===== src/rtl/board_display_pkg.sv =====
// Shared types and defaults for the board display path: colour type,
// 640x480 VGA timing defaults, fixed colours and width helpers.
package board_display_pkg;

  typedef logic [2:0] color_t;

  localparam int DEF_H_VIS  = 640;
  localparam int DEF_H_FP   = 16;
  localparam int DEF_H_SYNC = 96;
  localparam int DEF_H_BP   = 48;
  localparam int DEF_V_VIS  = 480;
  localparam int DEF_V_FP   = 10;
  localparam int DEF_V_SYNC = 2;
  localparam int DEF_V_BP   = 33;

  localparam color_t DEF_BORDER_COLOR = 3'b111;
  localparam color_t COLOR_BLACK      = 3'b000;

  function automatic int clog2(input int value);
    int r;
    r = 0;
    for (int i = 0; i < 31; i++) begin
      if ((1 << i) < value) r = i + 1;
    end
    return r;
  endfunction

  // Address width that stays legal for a single-entry dimension.
  function automatic int addr_w(input int depth);
    return (clog2(depth) < 1) ? 1 : clog2(depth);
  endfunction

endpackage


===== src/rtl/vga_timing_gen.sv =====
// Stage-0 raster counters with sync / visible decode and the vblank-start
// strobe that paces every per-frame event in the display engine.
module vga_timing_gen
  import board_display_pkg::*;
#(
  parameter int H_VIS  = DEF_H_VIS,
  parameter int H_FP   = DEF_H_FP,
  parameter int H_SYNC = DEF_H_SYNC,
  parameter int H_BP   = DEF_H_BP,
  parameter int V_VIS  = DEF_V_VIS,
  parameter int V_FP   = DEF_V_FP,
  parameter int V_SYNC = DEF_V_SYNC,
  parameter int V_BP   = DEF_V_BP
) (
  input  logic       clock,
  input  logic       reset,
  output logic [9:0] x,
  output logic [9:0] y,
  output logic       hsync,
  output logic       vsync,
  output logic       in_display,
  output logic       vbs
);

  localparam int H_TOT = H_VIS + H_FP + H_SYNC + H_BP;
  localparam int V_TOT = V_VIS + V_FP + V_SYNC + V_BP;

  localparam logic [9:0] H_LAST   = 10'(H_TOT - 1);
  localparam logic [9:0] V_LAST   = 10'(V_TOT - 1);
  localparam logic [9:0] H_VIS_C  = 10'(H_VIS);
  localparam logic [9:0] V_VIS_C  = 10'(V_VIS);
  localparam logic [9:0] HS_BEG   = 10'(H_VIS + H_FP);
  localparam logic [9:0] HS_END   = 10'(H_VIS + H_FP + H_SYNC);
  localparam logic [9:0] VS_BEG   = 10'(V_VIS + V_FP);
  localparam logic [9:0] VS_END   = 10'(V_VIS + V_FP + V_SYNC);

  logic [9:0] x_q, x_d;
  logic [9:0] y_q, y_d;

  always_comb begin
    x_d = x_q + 10'd1;
    y_d = y_q;
    if (x_q == H_LAST) begin
      x_d = '0;
      y_d = (y_q == V_LAST) ? '0 : y_q + 10'd1;
    end
  end

  always_ff @(posedge clock) begin
    if (reset) begin
      x_q <= '0;
      y_q <= '0;
    end else begin
      x_q <= x_d;
      y_q <= y_d;
    end
  end

  assign x          = x_q;
  assign y          = y_q;
  assign hsync      = !((x_q >= HS_BEG) && (x_q < HS_END));
  assign vsync      = !((y_q >= VS_BEG) && (y_q < VS_END));
  assign in_display = (x_q < H_VIS_C) && (y_q < V_VIS_C);
  assign vbs        = (x_q == '0) && (y_q == V_VIS_C);

endmodule


===== src/rtl/board_display_engine.sv =====
// Scans a COLS x ROWS double-buffered cell board onto VGA with a 2-cycle
// aligned pipeline. Define BOARD_GRID_LINES_EN to draw black cell grid lines.
module board_display_engine
  import board_display_pkg::*;
#(
  parameter int     COLS         = 10,
  parameter int     ROWS         = 20,
  parameter int     CELL_PX      = 16,
  parameter int     ORIGIN_X     = 240,
  parameter int     ORIGIN_Y     = 80,
  parameter int     H_VIS        = DEF_H_VIS,
  parameter int     H_FP         = DEF_H_FP,
  parameter int     H_SYNC       = DEF_H_SYNC,
  parameter int     H_BP         = DEF_H_BP,
  parameter int     V_VIS        = DEF_V_VIS,
  parameter int     V_FP         = DEF_V_FP,
  parameter int     V_SYNC       = DEF_V_SYNC,
  parameter int     V_BP         = DEF_V_BP,
  parameter int     ACT_W        = 4,
  parameter int     TICK_FRAMES  = 30,
  parameter int     FC_W         = 11,
  parameter color_t BORDER_COLOR = DEF_BORDER_COLOR
) (
  input  logic                        clock,
  input  logic                        reset,
  input  logic [ACT_W-1:0]            actions,
  output logic                        cell_rd_bank,
  output logic [addr_w(COLS)-1:0]     cell_rd_x,
  output logic [addr_w(ROWS)-1:0]     cell_rd_y,
  input  logic [2:0]                  cell_rd_data,
  input  logic                        commit,
  output logic                        commit_ack,
  output logic                        back_bank,
  output logic                        hsync,
  output logic                        vsync,
  output logic                        in_display,
  output logic [2:0]                  vga_rgb,
  output logic [9:0]                  count_x,
  output logic [9:0]                  count_y,
  output logic [FC_W-1:0]             frame_count,
  output logic                        game_tick,
  output logic                        act_valid,
  output logic [ACT_W-1:0]            act_pulse
);

  localparam int XW      = addr_w(COLS);
  localparam int YW      = addr_w(ROWS);
  localparam int TW      = addr_w(TICK_FRAMES);
  localparam int CELL_SH = clog2(CELL_PX);

  localparam logic [9:0]    PF_X0     = 10'(ORIGIN_X);
  localparam logic [9:0]    PF_X1     = 10'(ORIGIN_X + COLS * CELL_PX);
  localparam logic [9:0]    PF_Y0     = 10'(ORIGIN_Y);
  localparam logic [9:0]    PF_Y1     = 10'(ORIGIN_Y + ROWS * CELL_PX);
  localparam logic [TW-1:0] TICK_LAST = TW'(TICK_FRAMES - 1);

  if (CELL_PX < 1 || (CELL_PX & (CELL_PX - 1)) != 0) begin : g_bad_cell_px
    $error("CELL_PX must be a power of two");
  end
  if (ORIGIN_X + COLS * CELL_PX > H_VIS) begin : g_bad_width
    $error("playfield exceeds the visible width");
  end
  if (ORIGIN_Y + ROWS * CELL_PX > V_VIS) begin : g_bad_height
    $error("playfield exceeds the visible height");
  end
  if (H_VIS + H_FP + H_SYNC + H_BP > 1024 || V_VIS + V_FP + V_SYNC + V_BP > 1024) begin : g_bad_timing
    $error("raster totals must fit the 10-bit counters");
  end

  logic [9:0] x_p0, y_p0;
  logic       hs_p0, vs_p0, vld_p0, vbs_p0;

  vga_timing_gen #(
    .H_VIS  (H_VIS),
    .H_FP   (H_FP),
    .H_SYNC (H_SYNC),
    .H_BP   (H_BP),
    .V_VIS  (V_VIS),
    .V_FP   (V_FP),
    .V_SYNC (V_SYNC),
    .V_BP   (V_BP)
  ) u_timing (
    .clock      (clock),
    .reset      (reset),
    .x          (x_p0),
    .y          (y_p0),
    .hsync      (hs_p0),
    .vsync      (vs_p0),
    .in_display (vld_p0),
    .vbs        (vbs_p0)
  );

  // Stage 0 -> 1: playfield decode and registered cell address
  logic [9:0]    dx_p0, dy_p0;
  logic          pf_p0;
  logic [9:0]    x_p1_q, x_p1_d, y_p1_q, y_p1_d;
  logic          hs_p1_q, hs_p1_d, vs_p1_q, vs_p1_d;
  logic          vld_p1_q, vld_p1_d, pf_p1_q, pf_p1_d;
  logic [XW-1:0] cell_x_p1_q, cell_x_p1_d;
  logic [YW-1:0] cell_y_p1_q, cell_y_p1_d;
`ifdef BOARD_GRID_LINES_EN
  localparam logic [9:0] CELL_MASK = 10'(CELL_PX - 1);
  logic grid_p1_q, grid_p1_d, grid_p2_q, grid_p2_d;
`endif

  always_comb begin
    dx_p0       = x_p0 - PF_X0;
    dy_p0       = y_p0 - PF_Y0;
    pf_p0       = (x_p0 >= PF_X0) && (x_p0 < PF_X1) && (y_p0 >= PF_Y0) && (y_p0 < PF_Y1);
    x_p1_d      = x_p0;
    y_p1_d      = y_p0;
    hs_p1_d     = hs_p0;
    vs_p1_d     = vs_p0;
    vld_p1_d    = vld_p0;
    pf_p1_d     = pf_p0;
    cell_x_p1_d = pf_p0 ? XW'(dx_p0 >> CELL_SH) : '0;
    cell_y_p1_d = pf_p0 ? YW'(dy_p0 >> CELL_SH) : '0;
`ifdef BOARD_GRID_LINES_EN
    grid_p1_d   = pf_p0 && (((dx_p0 & CELL_MASK) == '0) || ((dy_p0 & CELL_MASK) == '0));
`endif
  end

  // Stage 1 -> 2: realign control with the RAM read data
  logic [9:0] x_p2_q, x_p2_d, y_p2_q, y_p2_d;
  logic       hs_p2_q, hs_p2_d, vs_p2_q, vs_p2_d;
  logic       vld_p2_q, vld_p2_d, pf_p2_q, pf_p2_d;

  always_comb begin
    x_p2_d    = x_p1_q;
    y_p2_d    = y_p1_q;
    hs_p2_d   = hs_p1_q;
    vs_p2_d   = vs_p1_q;
    vld_p2_d  = vld_p1_q;
    pf_p2_d   = pf_p1_q;
`ifdef BOARD_GRID_LINES_EN
    grid_p2_d = grid_p1_q;
`endif
  end

  always_ff @(posedge clock) begin
    if (reset) begin
      x_p1_q      <= '0;
      y_p1_q      <= '0;
      hs_p1_q     <= 1'b1;
      vs_p1_q     <= 1'b1;
      vld_p1_q    <= 1'b0;
      pf_p1_q     <= 1'b0;
      cell_x_p1_q <= '0;
      cell_y_p1_q <= '0;
      x_p2_q      <= '0;
      y_p2_q      <= '0;
      hs_p2_q     <= 1'b1;
      vs_p2_q     <= 1'b1;
      vld_p2_q    <= 1'b0;
      pf_p2_q     <= 1'b0;
`ifdef BOARD_GRID_LINES_EN
      grid_p1_q   <= 1'b0;
      grid_p2_q   <= 1'b0;
`endif
    end else begin
      x_p1_q      <= x_p1_d;
      y_p1_q      <= y_p1_d;
      hs_p1_q     <= hs_p1_d;
      vs_p1_q     <= vs_p1_d;
      vld_p1_q    <= vld_p1_d;
      pf_p1_q     <= pf_p1_d;
      cell_x_p1_q <= cell_x_p1_d;
      cell_y_p1_q <= cell_y_p1_d;
      x_p2_q      <= x_p2_d;
      y_p2_q      <= y_p2_d;
      hs_p2_q     <= hs_p2_d;
      vs_p2_q     <= vs_p2_d;
      vld_p2_q    <= vld_p2_d;
      pf_p2_q     <= pf_p2_d;
`ifdef BOARD_GRID_LINES_EN
      grid_p1_q   <= grid_p1_d;
      grid_p2_q   <= grid_p2_d;
`endif
    end
  end

  // Stage 2: colour select; cell_rd_data arrives this cycle
  color_t rgb_p2;

  always_comb begin
    rgb_p2 = COLOR_BLACK;
    if (vld_p2_q) begin
      if (pf_p2_q) begin
`ifdef BOARD_GRID_LINES_EN
        rgb_p2 = grid_p2_q ? COLOR_BLACK : cell_rd_data;
`else
        rgb_p2 = cell_rd_data;
`endif
      end else begin
        rgb_p2 = BORDER_COLOR;
      end
    end
  end

  // Per-frame control, all keyed off the stage-0 vblank-start strobe
  logic             front_q, front_d;
  logic             commit_ack_q, commit_ack_d;
  logic [FC_W-1:0]  fc_q, fc_d;
  logic [TW-1:0]    tick_cnt_q, tick_cnt_d;
  logic             game_tick_q, game_tick_d;
  logic             act_valid_q, act_valid_d;
  logic [ACT_W-1:0] act_pulse_q, act_pulse_d;
  logic [ACT_W-1:0] capture_q, capture_d;

  always_comb begin
    front_d      = front_q;
    commit_ack_d = 1'b0;
    fc_d         = fc_q;
    tick_cnt_d   = tick_cnt_q;
    game_tick_d  = 1'b0;
    act_valid_d  = 1'b0;
    act_pulse_d  = act_pulse_q;
    capture_d    = capture_q | actions;
    if (vbs_p0) begin
      fc_d = fc_q + FC_W'(1);
      if (tick_cnt_q == TICK_LAST) begin
        tick_cnt_d  = '0;
        game_tick_d = 1'b1;
      end else begin
        tick_cnt_d = tick_cnt_q + TW'(1);
      end
      act_valid_d = 1'b1;
      act_pulse_d = capture_q | actions;
      capture_d   = '0;
      if (commit) begin
        front_d      = ~front_q;
        commit_ack_d = 1'b1;
      end
    end
  end

  always_ff @(posedge clock) begin
    if (reset) begin
      front_q      <= 1'b0;
      commit_ack_q <= 1'b0;
      fc_q         <= '0;
      tick_cnt_q   <= '0;
      game_tick_q  <= 1'b0;
      act_valid_q  <= 1'b0;
      act_pulse_q  <= '0;
      capture_q    <= '0;
    end else begin
      front_q      <= front_d;
      commit_ack_q <= commit_ack_d;
      fc_q         <= fc_d;
      tick_cnt_q   <= tick_cnt_d;
      game_tick_q  <= game_tick_d;
      act_valid_q  <= act_valid_d;
      act_pulse_q  <= act_pulse_d;
      capture_q    <= capture_d;
    end
  end

  assign cell_rd_bank = front_q;
  assign back_bank    = ~front_q;
  assign cell_rd_x    = cell_x_p1_q;
  assign cell_rd_y    = cell_y_p1_q;
  assign commit_ack   = commit_ack_q;
  assign hsync        = hs_p2_q;
  assign vsync        = vs_p2_q;
  assign in_display   = vld_p2_q;
  assign vga_rgb      = rgb_p2;
  assign count_x      = x_p2_q;
  assign count_y      = y_p2_q;
  assign frame_count  = fc_q;
  assign game_tick    = game_tick_q;
  assign act_valid    = act_valid_q;
  assign act_pulse    = act_pulse_q;

endmodule


===== config.mk =====
export PLATFORM = sky130hd
export DESIGN_NAME = board_display_engine
export DESIGN_NICKNAME = d
export VERILOG_FILES = /design/src/rtl/board_display_pkg.sv /design/src/rtl/vga_timing_gen.sv /design/src/rtl/board_display_engine.sv
export SDC_FILE = /design/constraint.sdc
export NUM_CORES = 1
export LEC_CHECK = 0
export ABC_AREA = 1
export CAP_MARGIN = 20
export CORE_AREA = 2 2 104 106
export CTS_CLUSTER_DIAMETER = 150
export DETAILED_ROUTE_END_ITERATION = 12
export DIE_AREA = 0 0 106 108
export PLACE_DENSITY = 0.71
export SLEW_MARGIN = 30
export SYNTH_ARGS = -nofsm -noshare
export SYNTH_HDL_FRONTEND = slang
export SYNTH_HIERARCHICAL = 1
export SYNTH_SLANG_ARGS = --single-unit

===== constraint.sdc =====
create_clock -name clock -period 2.3 [get_ports clock]
set_clock_uncertainty 0.05 [all_clocks]
set_input_delay 0.46 -clock clock [delete_from_list [all_inputs] [get_ports clock]]
set_output_delay 0.46 -clock clock [all_outputs]
set_load 0.02 [all_outputs]

==> results.rst, run 1 <==
.. list-table::
   :header-rows: 1

   * - Metric
     - Value
   * - Status
     - finished, final reports clean
   * - Largest net degree at the start of global routing
     - 22
   * - Initial antenna violation count
     - 0
   * - Num ports
     - 65
   * - Clock share of power
     - 41.1%
   * - Worst Tran Pin Value
     - 393.6 ps
   * - Ranking of synthesized cells by area
     - dfxtp_1 50%, nor2_1 9.1%, inv_1 8.7%, nand2_1 7.5%, ha_1 3.6%
   * - Cell chosen for the clock root
     - clkbuf_8
   * - Signed area change from the synthesized netlist to the final layout
     - 24.95%
   * - Min Clock Period, post-route
     - 2206 ps
   * - Synthesized instance count
     - 531
   * - Max VDD drop
     - 0.0002768 V
   * - Number of antenna cells inserted
     - 0
   * - Count of nets left with antenna violations after detail routing
     - 0
   * - Global routing usage summed across all routing layers
     - 15.10%
   * - TritonCTS clock tree
     - done
   * - Highest-utilization routing layer at the global route stage
     - met2
   * - Maximum net fanout on the critical path
     - 1
   * - Final slew viol count
     - 0
   * - Yosys reg bits
     - 105
   * - Async set-reset flop share out of synthesis
     - 0%
   * - Fraction of the yosys area taken by sequential cells
     - 50.50%
   * - Data required time of the critical path
     - 1790 ps
   * - Clock-pin slew reported for the worst setup and hold paths after clock tree synthesis
     - 80 ps
   * - Final setup viols
     - 0
   * - Routed wire length per instance
     - 11.03 um
   * - Met1 track utilization from global routing
     - 15.96%
   * - Met3 track utilization from global routing
     - 3.918%
   * - Htree depth
     - 3
   * - Fin util
     - 50.84%
   * - Type of element capturing the critical path
     - output pin
   * - Post-cts resize count
     - 0
   * - Path class of the lowest-slack min-delay path
     - reg2reg
   * - Remaining Overflow, GRT
     - 0
   * - Total power draw
     - 3307 uW
   * - Initial Utilization
     - 40.69%
   * - Worst Path Arrival
     - 1700 ps
   * - Proportion of layout cells with a drive suffix above 1
     - 9.375%
   * - # Max-Cap Violations
     - 0
   * - Crit Path Class
     - in2out
   * - Clock latency at the later pin of the worst-skew pair
     - 370 ps
   * - Count of hold buffers inserted by post-cts repair
     - 0
   * - Synth Cell Area
     - 4163 um2
   * - Combinational Power Share
     - 3.2%
   * - Most frequent cell after synthesis
     - dfxtp_1
   * - Vias per cell
     - 4.507
   * - LEAKAGE
     - 0.002112 uW
   * - Global-route wire length before repair
     - 13.85 mm
   * - Number of sinks handled by clock tree synthesis
     - 105
   * - Internal power
     - 2633 uW
   * - Number of warnings printed during yosys synthesis
     - 6
   * - Cell type contributing the most total cell area after synthesis
     - dfxtp_1
   * - Net Sw Frac
     - 20.37%
   * - Number of library cell types mapped by synthesis
     - 38
   * - DRC errors left
     - 0
   * - Fin Setup TNS
     - 0 ps
   * - Overall die height
     - 108 um
   * - Floorplan die width
     - 106 um
   * - Average cell area after synthesis
     - 7.839 um2
   * - Syn Nets
     - 553
   * - CTS buffer count
     - 9
   * - Detailed Route WL
     - 8.203 mm
   * - Die outline area
     - 11450 um2
   * - Non-filler cells, final
     - 744
   * - Critical Path Source Type
     - input pin
   * - DR vias
     - 3353
   * - Buffers from clock root to sink, at most
     - 2
   * - Cell count after placement
     - 728
   * - Share of the synthesized area in the top cell type
     - 50.50%
   * - HPWL Detailed
     - 6.113 mm
   * - GR met2 Demand/Resource
     - 27.56%
   * - Count of nets after finishing
     - 625
   * - Power per Cell Area
     - 635.8 nW/um2
   * - Core Footprint
     - 10230 um2
   * - Sequential Power Share
     - 55.7%
   * - Vias in the first global route
     - 3263
   * - Headroom to the max-slew limit
     - 73.73%
   * - IO buf count
     - 64
   * - Final Cycle Share
     - 95.92%
   * - FMAX
     - 453.3 MHz
   * - # rows
     - 37
   * - Final Wtd Congestion
     - 0.8459
   * - Unrepaired setup endpoints after global routing
     - false
   * - Register-to-register setup slack
     - 270 ps
   * - Initial drt markers
     - 180
   * - Postcts setup bufs
     - 0
   * - Reported net switching power
     - 673.6 uW
   * - Number of enable flip-flop cells after synthesis
     - 0
   * - Endpoints failing hold
     - 0
   * - Most used flip-flop cell after synthesis
     - dfxtp_1
   * - Most common library cells after synthesis
     - 105 x dfxtp_1, 101 x nor2_1, 96 x inv_1
   * - Number of iterations in the first detailed-routing pass
     - 4
## through the flow
stage                     hold slack, ps  area [um2]  setup slack (ps)
after floorplan                    338.3        4163             575.4
after global placement             340.3        4957             124.3
after detailed placement           344.8        4957             80.68
after CTS                          357.3        5201             72.69
after global routing               364.3        5201             37.33
final                              353.9        5201             93.75
## path summary, 6_finish.rpt
path,from,to,depth (start not counted)
worst min-delay path,x_p1_q[3],count_x[3],2
worst max register to register,u_timing/y[8],tick_cnt_q[3],10
worst max-delay path,cell_rd_data[1],vga_rgb[1],4
worst min register to register,x_p1_q[3],count_x[3],2
## power groups by stage
| stage | clock, uW | combinational, uW | sequential [uW] |
|---|---|---|---|
| global route | 1470 | 120 | 1840 |
| finish | 1360 | 107 | 1840 |
| floorplan | 0 | 65.7 | 1880 |
| global placement | 0 | 105 | 1880 |
| detailed placement | 0 | 108 | 1880 |
| CTS | 1400 | 109 | 1840 |
## routing by layer
metal,vias up,part of all wire (%)
met1,1524,42
met2,69,51
met3,15,4.4
li1,1745,-
met5,-,0
met4,0,2.1
## layout make-up
type | instances | area [um2]
Tap cell | 136 | 170.2
Multi-Input combinational cell | 315 | 1610
Timing Repair Buffer | 71 | 688.2
Clock inverter | 4 | 98.84
Inverter | 101 | 386.6
Sequential cell | 105 | 2102
Fill cell | 935 | 5030
Clock buffer | 12 | 145.1
## cell families after synthesis
family	count (synthesis)	share of synthesized area (%)
buffers and inverters	111	10.82
and+or+nand+nor	252	27.59
DFF	105	50.50
xor gates and xnor gates	10	2.104
adders and majority gates	12	3.607
AOI/OAI and AO/OA	41	5.381
## cells in the final DEF (no fill, tap or decap), types with 2 or more instances in the layout
| master | n |
|---|---|
| nand4_1 | 10 |
| nand2_1 | 83 |
| o21ai_1 | 2 |
| nand2_2 | 4 |
| clkbuf_8 | 10 |
| o21ai_0 | 12 |
| xor2_1 | 6 |
| bufinv_16 | 3 |
| clkdlybuf4s50_1 | 63 |
| nand3_2 | 3 |
| xnor2_1 | 4 |
| clkbuf_1 | 2 |
| o22ai_1 | 2 |
| ha_1 | 12 |
| nand2_4 | 2 |
| nor2_1 | 101 |
| or2_2 | 4 |
| nor2_2 | 10 |
| inv_1 | 96 |
| nand3_1 | 25 |
| dfxtp_1 | 105 |
| a21oi_1 | 20 |
| inv_2 | 2 |
| nor2_4 | 5 |
| buf_4 | 7 |
## state kept, by name, indices dropped and copies added (netlist names), 4 cells and up
| name | count |
|---|---|
| u_timing/y | 10 |
| u_timing/x | 10 |
| cell_rd_y | 5 |
| x_p1_q | 10 |
| cell_rd_x | 4 |
| capture_q | 4 |
| frame_count | 11 |
| tick_cnt_q | 5 |
| y_p1_q | 10 |
| count_y | 10 |
| act_pulse | 4 |
| count_x | 10 |
## worst max-delay path, stage by stage
cell             delay (ps)
clkdlybuf4s50_1         470
inv_1                    50
a21oi_1                 110
clkdlybuf4s50_1         610
Power figures use the tool's default switching activity.
==> inputs of run 2 (changes only) <==
--- a/config.mk
+++ b/config.mk
@@ -12,7 +12,6 @@
 export DETAILED_ROUTE_END_ITERATION = 12
 export DIE_AREA = 0 0 106 108
 export PLACE_DENSITY = 0.71
-export SLEW_MARGIN = 30
 export SYNTH_ARGS = -nofsm -noshare
 export SYNTH_HDL_FRONTEND = slang
 export SYNTH_HIERARCHICAL = 1
==> results of run 2 <==
No change in the layout: final DEF, timing and power equal those of run 1.
